### src/rtl/arb_pkg.sv
// Shared constants and state type for the 8-way round-robin arbiter and its decoder.
package arb_pkg;

    localparam int N_REQ = 8;
    localparam int IDX_W = 3;

    typedef enum logic {
        IDLE  = 1'b0,
        GRANT = 1'b1
    } arb_state_t;

    // Index arithmetic wraps naturally at IDX_W bits, so 7 + 1 gives 0.
    function automatic logic [IDX_W-1:0] next_idx(input logic [IDX_W-1:0] idx);
        return idx + IDX_W'(1);
    endfunction

endpackage

### src/rtl/decoder_3to8.sv
// Enable-gated binary-to-one-hot decoder; output is all-zero while en is low.
module decoder_3to8
    import arb_pkg::*;
(
    input  logic             en,
    input  logic [IDX_W-1:0] idx,
    output logic [N_REQ-1:0] dec
);

    always_comb begin
        dec = '0;
        if (en) begin
            dec[idx] = 1'b1;
        end
    end

endmodule

### src/rtl/rr_arbiter_8.sv
// Eight-requester round-robin arbiter with hold-time limit: a grantee keeps the
// resource until it drops its request, or is preempted after MAX_HOLD cycles if others wait.
module rr_arbiter_8
    import arb_pkg::*;
#(
    parameter int unsigned MAX_HOLD = 16
) (
    input  logic             clk,
    input  logic             rst_n,
    input  logic [N_REQ-1:0] req,
    output logic [N_REQ-1:0] gnt,
    output logic [IDX_W-1:0] gnt_idx,
    output logic             gnt_valid,
    output logic             preempt
);

    localparam logic [7:0] HOLD_LAST = 8'(MAX_HOLD - 1);

    arb_state_t       state, state_nxt;
    logic [IDX_W-1:0] ptr, ptr_nxt;
    logic [IDX_W-1:0] idx_q, idx_nxt;
    logic [7:0]       hold_cnt, hold_cnt_nxt;

    logic [IDX_W-1:0] pick;
    logic [IDX_W-1:0] cand;
    logic             pick_found;
    logic [N_REQ-1:0] own_mask;
    logic             owner_req;
    logic             others_req;
    logic             timeout;

    // Rotating search: scanning from the far end lets the candidate closest to ptr win last.
    always_comb begin
        pick       = ptr;
        cand       = ptr;
        pick_found = 1'b0;
        for (int k = N_REQ - 1; k >= 0; k--) begin
            cand = ptr + IDX_W'(k);
            if (req[cand]) begin
                pick       = cand;
                pick_found = 1'b1;
            end
        end
    end

    assign own_mask   = N_REQ'(1) << idx_q;
    assign owner_req  = |(req & own_mask);
    assign others_req = |(req & ~own_mask);

    // A release in the same cycle as the limit wins, so timeout needs the owner still requesting.
    assign timeout = (state == GRANT) && owner_req && others_req && (hold_cnt == HOLD_LAST);

    // NOTE: every output of this block gets a default first, so no path can infer a latch.
    always_comb begin
        state_nxt    = state;
        ptr_nxt      = ptr;
        idx_nxt      = idx_q;
        hold_cnt_nxt = hold_cnt;
        case (state)
            IDLE: begin
                if (pick_found) begin
                    state_nxt    = GRANT;
                    idx_nxt      = pick;
                    hold_cnt_nxt = '0;
                end
            end
            GRANT: begin
                if (!owner_req || timeout) begin
                    state_nxt = IDLE;
                    ptr_nxt   = next_idx(idx_q);
                end else if (hold_cnt != HOLD_LAST) begin
                    hold_cnt_nxt = hold_cnt + 8'd1;
                end
            end
            default: begin
                state_nxt = IDLE;
            end
        endcase
    end

    // NOTE: state registers use non-blocking assignments so all flops update together at the edge.
    always_ff @(posedge clk or negedge rst_n) begin
        if (!rst_n) begin
            state    <= IDLE;
            ptr      <= '0;
            idx_q    <= '0;
            hold_cnt <= '0;
        end else begin
            state    <= state_nxt;
            ptr      <= ptr_nxt;
            idx_q    <= idx_nxt;
            hold_cnt <= hold_cnt_nxt;
        end
    end

    assign gnt_valid = (state == GRANT);
    assign gnt_idx   = idx_q;
    assign preempt   = timeout;

    decoder_3to8 u_dec (
        .en  (gnt_valid),
        .idx (idx_q),
        .dec (gnt)
    );

endmodule

### config.mk
export PLATFORM = sky130hd
export DESIGN_NAME = rr_arbiter_8
export DESIGN_NICKNAME = d
export VERILOG_FILES = /design/src/rtl/arb_pkg.sv /design/src/rtl/decoder_3to8.sv /design/src/rtl/rr_arbiter_8.sv
export SDC_FILE = /design/constraint.sdc
export NUM_CORES = 1
export LEC_CHECK = 0
export ABC_AREA = 0
export BUFFER_PORTS_ARGS = -buffer_cell sky130_fd_sc_hd__buf_2
export CORE_MARGIN = 2
export CORE_UTILIZATION = 59
export DETAILED_ROUTE_END_ITERATION = 8
export PLACE_DENSITY = 0.78
export SLEW_MARGIN = 20
export SYNTH_ARGS = -nofsm -noshare
export SYNTH_HDL_FRONTEND = slang
export SYNTH_SLANG_ARGS = --single-unit
### constraint.sdc
create_clock -name clk -period 3.5 [get_ports clk]
set_clock_uncertainty 0.1 [all_clocks]
set_input_delay 1.05 -clock clk [delete_from_list [all_inputs] [get_ports clk]]
set_output_delay 1.05 -clock clk [all_outputs]
set_load 0.005 [all_outputs]
======== Yosys cells after proc, flatten, opt, wreduce, memory -nomap -nowiden ========
Index checks and enable logic that the tools add are counted.
word-level totals
  bits in registers ....................... 15
  word-level logic and storage cells ...... 86
operators by class
  $add $sub $neg .......................... 9
  magnitude comparators ................... 10
  equal/unequal tests ..................... 5
  shifts and indexed selects .............. 1
  multiplexer cells ....................... 42
  bitwise logic cells ..................... 4
  reduce and logical (&&, ||, !) cells .... 11
operators by type and width
  kind                                                                                 count
  3-bit by 4-bit less-than comparator with 1-bit output, second input constant         9
  8-bit 2-to-1 mux                                                                     4
  1-bit binary-select mux with 3-bit select                                            8
  3-bit 2-to-1 mux                                                                     8
  1-bit 2-to-1 mux                                                                     19
  8-bit bitwise AND                                                                    2
  8-bit one-hot mux with 2 select lines                                                1
  8-bit OR reduction                                                                   2
  3-bit adder, second input constant                                                   4
  8-bit by 1-bit adder with 8-bit output, second input constant                        1
  8-bit by 4-bit == test with 1-bit output, second input constant                      1
  8-bit by 4-bit inequality test with 1-bit output, second input constant              1
  8-bit NOT                                                                            1
  1-bit by 3-bit << shifter with 8-bit output, first input constant                    1
  3-bit by 1-bit adder with 3-bit output, second input constant                        2
  3-bit by 2-bit adder with 3-bit output, second input constant                        2
  1-bit logical AND                                                                    4
  2-bit inequality test, second input constant                                         2
  2-bit AND reduction                                                                  2
  1-bit demux with 3-bit select                                                        1
  3-bit by 1-bit greater-or-equal comparator with 1-bit output, second input constant  1
  3-bit AND reduction                                                                  1
  2-bit by 1-bit inequality test with 1-bit output, second input constant              1
  1-bit one-hot mux with 2 select lines                                                1
  3 further kinds                                                                      3

======== Logic depth before layout (Yosys ltp) ========
Gate-level depths: netlist (run 1).
  depth after elaboration ................. 13
  depth in mapped cells ................... 12

======== Modules after synthesis ========
A second synthesis (run 1) with hierarchy kept.
second synthesis, totals
  cell total of the unflattened synthesis .. 204
  area, all modules ....................... 1935.6 um^2
modules (own cells, without submodules)
  module        instances  cells an instance  area an instance (um^2)  seq. area each (um^2)
  rr_arbiter_8  1          196                1839.3                   375.4
  decoder_3to8  1          8                  96.3                     0.0

======== Worst setup path before layout (run 1) ========
Ideal clock, no wire load.
  path type ............................... input port to output port
  from .................................... in req[1]
  to ...................................... out preempt
  data arrival time ....................... 2.129 ns
  data required time ...................... 2.350 ns
  path slack .............................. 0.221 ns
  cell stages on the path ................. 5
  cell sequence ........................... clkbuf_1 -> a222oi_1 -> mux2i_1 -> o21ai_0 -> nor2_1
between the ends
  word-level cells in the longest chain between the ends .. 5
  elaborated cells between the ends (all ways) .. 7
RTL lines
  item                                RTL line            RTL
  start: declaration                  rr_arbiter_8.sv:10  input logic [N_REQ-1:0] req,
  8-bit bitwise AND                   rr_arbiter_8.sv:47  assign owner_req = |(req & own_mask);
  8-bit OR reduction                  rr_arbiter_8.sv:47
  1-bit logical AND                   rr_arbiter_8.sv:51  assign timeout = (state == GRANT) && owner_req && others_req && (hold_cnt == HOLD_LAST);
  1-bit logical AND (*) (2 in a row)  rr_arbiter_8.sv:51
  end: declaration                    rr_arbiter_8.sv:14  output logic preempt
Every way passes the cells marked *; elsewhere a longest branch is shown, timed or not.

======== Worst setup path in the final report (run 1) ========
Ends and elaborated chain as after synthesis.

==> impl_metrics.toml, run 1 <==
[route]
drtIter0Drc = 145
dr_total_vias = 1787
dr.pass1.iters = 5
totalWireLength_um = 4602
routed_via_density = 6.248
drcViolationCount = 0
wl_per_cell_um = 16.09
final_antenna_net_count = 0

[sta]
period_minus_slack_ps = 3313
hold_viol = 0
slew_headroom_pct = 57.62
slew_viol_final = 0
tightest_slew_ps = 635.7
setup_viol = 0
rsz0062_at_grt = "no"
fin_tns_setup_ps = 0
clock.fmax_mhz = 301.8
fin_ws_ps = 186.7
min_period_over_period_pct = 94.67

[clocking]
h-tree-depth = 1
clockBufferDepth = 2
clkLatencyLatePin_ps = 290
post-cts-setup-buffers = 0
numCtsBuffers = 3
root_buffer = "clkbuf_4"
cts_tree = "done"
clock_sinks = 15
postCtsResizedCells = 0
clk_pin_slew_ps = 90
ctsHoldBuffers = 0

[logic_synthesis]
synth_seq_area_share_pct = 19.82
syn-num-nets = 247
ys_ff_latch = 15
synth.avg_cell_area_sq_um = 8.308
async_reset_ff_share_pct = 100.0
yosys_warnings = 0
syn_inst = 228
synth_flop_cell = "dfrtp_1"
syn_area_sq_um = 1894
synth_edf_count = 0
ys_types = 40

[outcome]
outcome = "finished clean"

[worst_setup_path]
crit_required_ps = 2350
start_kind = "primary input"
slowest_stage = "a222oi_1"
cp-end-kind = "primary output"
cp_common_cell = "buf_2"
crit_chain = "buf_2 > a222oi_1 > mux2i_1 > o21ai_0 > nor2_1 > buf_2"
path_class = "in -> out"
slowest_delay_ps = 350
arrival_ps = 2160
cp_max_fo = 12

[pwr]
clkPwrFrac_pct = 5.2
switching_power_mw = 1.011
p_leak_nw = 0.8595
irDropWorstVdd_mv = 0.6609
pwr-share-comb_pct = 78.0
swShare_pct = 51.61
power.internal_mw = 0.9478
p_seq_share_pct = 16.7
p_total_mw = 1.959
powerDensity_nw_per_um2 = 964.5

[finish]
syn2layout_area_growth_pct = 7.200
regArea_sq_um = 375.4
multiInputGateArea_sq_um = 1380
drive_gt1_share_pct = 21.90
nNetsFinal = 262
n_antenna_cell = 0
fillCellCount = 284

[grt]
grt_max_degree = 24
antenna_found_initial = 0
grt_usage_pct = 27.51
gr-total-overflow = 0
grt_pass1_vias = 1552
grt_pass1_wl_um = 7569

[hold_path]
worstHoldPathType = "reg -> reg"

[place]
pre_cts_ws_ps = 211.5
place.port_buffers = 22
gp_congestion = 0.8678
dpl.hpwl_um = 3425

[floorplanning]
die_h_um = 60.67
die_w_um = 60.67
rows = 20
core_sq_um = 3053
die-area_sq_um = 3680
io_pins = 23
start_util_pct = 62.05

[job]
cap_violations = 0
-- Yosys cell counts, drive strengths merged, types with 4 or more instances --
cell	instances	area [sq um]
buf	9	60.06
a211oi	5	37.54
mux2i	10	100.1
nor2	32	122.6
nand3	5	25.02
clkbuf	7	26.28
mux4	13	292.8
inv	14	52.55
xor2	4	35.03
a21oi	11	55.05
nand2b	6	37.54
o21ai	16	80.08
nand2	19	71.32
xnor2	5	43.79
ha	9	112.6
mux2	6	67.56
dfrtp	15	375.4
o22ai	4	25.02
nor3	13	65.06
-- layout by cell type (no fill, tap or decap), types with 4 or more instances in the layout --
cell type	count
a211oi_1	5
a21oi_1	11
buf_2	22
buf_4	4
dfrtp_1	15
ha_1	9
inv_1	14
mux2_2	6
mux2i_1	10
mux4_2	13
nand2_1	19
nand2b_1	6
nand3_1	5
nor2_1	31
nor3_1	13
o21ai_0	14
o22ai_1	4
xnor2_1	5
xor2_1	4
-- path summary, 6_finish.rpt --
check	cells past startpoint	start	endpoint	slack, ps
worst min register to register	2	hold_cnt[7]	hold_cnt[7]	470
worst max-delay path	6	req[1]	preempt	190
min in group asynchronous	1	rst_n	hold_cnt[3]	540
worst min-delay path	2	hold_cnt[7]	hold_cnt[7]	470
worst max register to register	9	ptr[1]	gnt_idx[2]	530
max in group asynchronous	1	rst_n	hold_cnt[4]	2510
-- cell families (layout without fill, tap and decap cells) --
logic type | after synthesis | after routing | synth area share (%)
AO/OA/AOI/OAI | 53 | 53 | 18.56
adder cells (fa/ha/maj) | 9 | 9 | 5.945
AND/OR/NAND/NOR | 83 | 83 | 19.88
XOR/XNOR | 9 | 9 | 4.161
multiplexers | 29 | 29 | 24.31
flip-flops | 15 | 15 | 19.82
buffers and inverters | 30 | 44 | 7.332
-- layout make-up --
type	count	area share, %
clock buffers	3	1.109
well taps	44	2.711
flip-flops and latches	15	18.48
repair buffers	26	6.901
inverters	14	2.588
clock inverters	1	0.2465
multi-input cells	183	67.96
-- sequential cells by signal, indices dropped and copies added, names as in the netlist --
| name | count |
|---|---|
| gnt_idx | 3 |
| gnt_valid | 1 |
| hold_cnt | 8 |
| ptr | 3 |
-- metal layers --
layer | share of wire [%] | track usage (%) | up-vias
met5 | 0 | 0 | -
met4 | 1.4 | 5.901 | 0
met3 | 6.3 | 3.838 | 6
met2 | 46 | 41.63 | 90
met1 | 46 | 42.14 | 828
li1 | - | - | 863
-- stage by stage --
| step | std cells | instance area (sq um) | utilization [%] | hold WS [ps] |
|---|---|---|---|---|
| 2_1_floorplan | 228 | 1894 | - | 405.6 |
| 3_3_place_gp | 282 | 2003 | 65.61 | 427.9 |
| 3_5_place_dp | 282 | 2003 | 65.61 | 448.3 |
| 4_1_cts | 286 | 2031 | 66.52 | 471.9 |
| 5_1_grt | 286 | 2031 | 66.52 | 505.7 |
| 6_report | 286 | 2031 | 66.52 | 472.9 |
-- power by group through the flow --
stage	Combinational [mW]	Sequential (mW)	Clock (mW)
6_report	1.53	0.328	0.103
5_1_grt	1.68	0.340	0.111
4_1_cts	1.51	0.326	0.103
3_5_place_dp	1.51	0.329	0
3_3_place_gp	1.49	0.327	0
2_1_floorplan	1.26	0.271	0
-- worst max-delay path: cells and delay by family --
family | cells | cell delay (ps)
AO/OA/AOI/OAI | 2 | 590
buffers and inverters | 2 | 290
multiplexers | 1 | 140
AND/OR/NAND/NOR | 1 | 80
(Power assumes the default switching activity.)
==> inputs of run 2 (changes only) <==
Settings changed: BUFFER_PORTS_ARGS -buffer_cell sky130_fd_sc_hd__buf_2 to -buffer_cell sky130_fd_sc_hd__clkbuf_2.
==> impl_metrics.toml, run 2 (synthesis gave the netlist of run 1 again) <==
[worst_setup_path]
r2r-end = "gnt_idx[2]"
cp_max_fo = 12
start_kind = "primary input"
cp-end-kind = "primary output"
path_class = "in -> out"
crit_required_ps = 2350
r2r_cells = 9
r2r_slack_ps = 600
arrival_ps = 2170
r2r-start = "ptr[1]"

[grt]
grt_usage_pct = 26.93
gr-total-overflow = 0
grt_pass1_vias = 1478
grt_pass1_wl_um = 7272
grt_max_degree = 24
antenna_found_initial = 0

[finish]
fin_area_sq_um = 2039
multiInputGateArea_sq_um = 1380
largest_register_ff_count = 8
final_common_cell = "nor2_1"
top_register = "hold_cnt"
regArea_sq_um = 376.6
n_antenna_cell = 0
nNetsFinal = 263
layout_common_cells = "31 x nor2_1, 22 x clkbuf_2, 19 x nand2_1"
fillCellCount = 285
syn2layout_area_growth_pct = 7.662
drive_gt1_share_pct = 22.63
instances_no_fill = 287

[sta]
slew_viol_final = 0
period_minus_slack_ps = 3318
fin_ws_ps = 182.0
rsz0062_at_grt = "no"
setup_viol = 0
fin_tns_setup_ps = 0
slew_headroom_pct = 58.54
tightest_slew_ps = 622.0
clock.fmax_mhz = 301.4
min_period_over_period_pct = 94.80
hold_viol = 0

[hold_path]
worstHoldPathCells = 1
hold_end = "hold_cnt[1]"
min_from = "hold_cnt[1]"
worstHoldPathType = "reg -> reg"

[route]
drtIter0Drc = 192
routed_via_density = 6.279
final_antenna_net_count = 0
wl_per_cell_um = 15.94
dr_total_vias = 1802
drcViolationCount = 0
dr.pass1.iters = 4
totalWireLength_um = 4575

[pwr]
p_leak_nw = 0.8581
irDropWorstVdd_mv = 0.5304
powerDensity_nw_per_um2 = 956.9
p_total_mw = 1.952

[place]
gp_congestion = 0.9006
dpl.hpwl_um = 3466
place.port_buffers = 22
pre_cts_ws_ps = 196.0
placed_cell_area_sq_um = 2011
dp_cells = 283

[clocking]
h-tree-depth = 1
clkLatencyLatePin_ps = 300
clk_pin_slew_ps = 90
cts_tree = "done"
clock_sinks = 15
post-cts-setup-buffers = 0
numCtsBuffers = 3
clockBufferDepth = 2
root_buffer = "clkbuf_4"

[floorplanning]
io_pins = 23
core_sq_um = 3053
rows = 20
die-area_sq_um = 3680
die_w_um = 60.67
start_util_pct = 62.05
die_h_um = 60.67

[outcome]
outcome = "finished clean"

[job]
cap_violations = 0
[run 2: cell types whose count changed in the layout (fill, tap and decap cells not counted)]
cell      delta
buf_2       -22
buf_4        +1
clkbuf_2    +22
dfrtp_1      -1
dfrtp_2      +1
[run 2: cell type report]
cell class                 count  share of cell area [%]
clock buffer                   3                   1.104
clock inverter                 1                  0.2454
sequential                    15                   18.47
timing repair buffer          27                   7.239
tap                           44                   2.699
multi-input combinational    183                   67.67
inverter                      14                   2.577
[run 2: metal layers]
layer  global-route usage, %  wire length [um]
met4                   4.969                46
met2                   42.24              2139
met3                   6.397               341
met1                   38.62              2047
met5                       0                 0
[run 2: how the worst max path moves through the flow]
stage               startpoint  endpoint  slack, ps  cells past startpoint
finish                  req[5]   preempt        180                      6
global route            req[1]   preempt         10                      6
CTS                     req[1]   preempt        190                      6
detailed placement      req[5]   preempt        200                      6
global placement        req[1]   preempt        230                      6
floorplan               req[1]   preempt        220                      5
[run 2: repair_timing]
action / 4_1_cts / 5_1_grt
hold endpoints to repair: 0 / 0
hold buffers: 0 / 0
gates resized for setup: 0 / 1
setup endpoints to repair: 0 / 1
[run 2: report_power, final]
part	switching, mW	internal [mW]
Combinational	0.845	0.685
Sequential	0.0905	0.226
Clock	0.0613	0.0427
Total	0.997	0.954
[run 2: critical path, cell delays in order]
cell and delay (ps):
clkbuf_2 180, a222oi_1 350, mux2i_1 140, o21ai_0 230, nor2_1 100, clkbuf_2 120
[run 2: through the flow]
| stage | util [%] | hold WS (ps) |
|---|---|---|
| after CTS | 66.76 | 473.0 |
| after global routing | 66.80 | 514.1 |
| after global placement | 65.86 | 425.9 |
| final | 66.80 | 467.5 |
| after detailed placement | 65.86 | 451.3 |
| after floorplan | - | 405.6 |
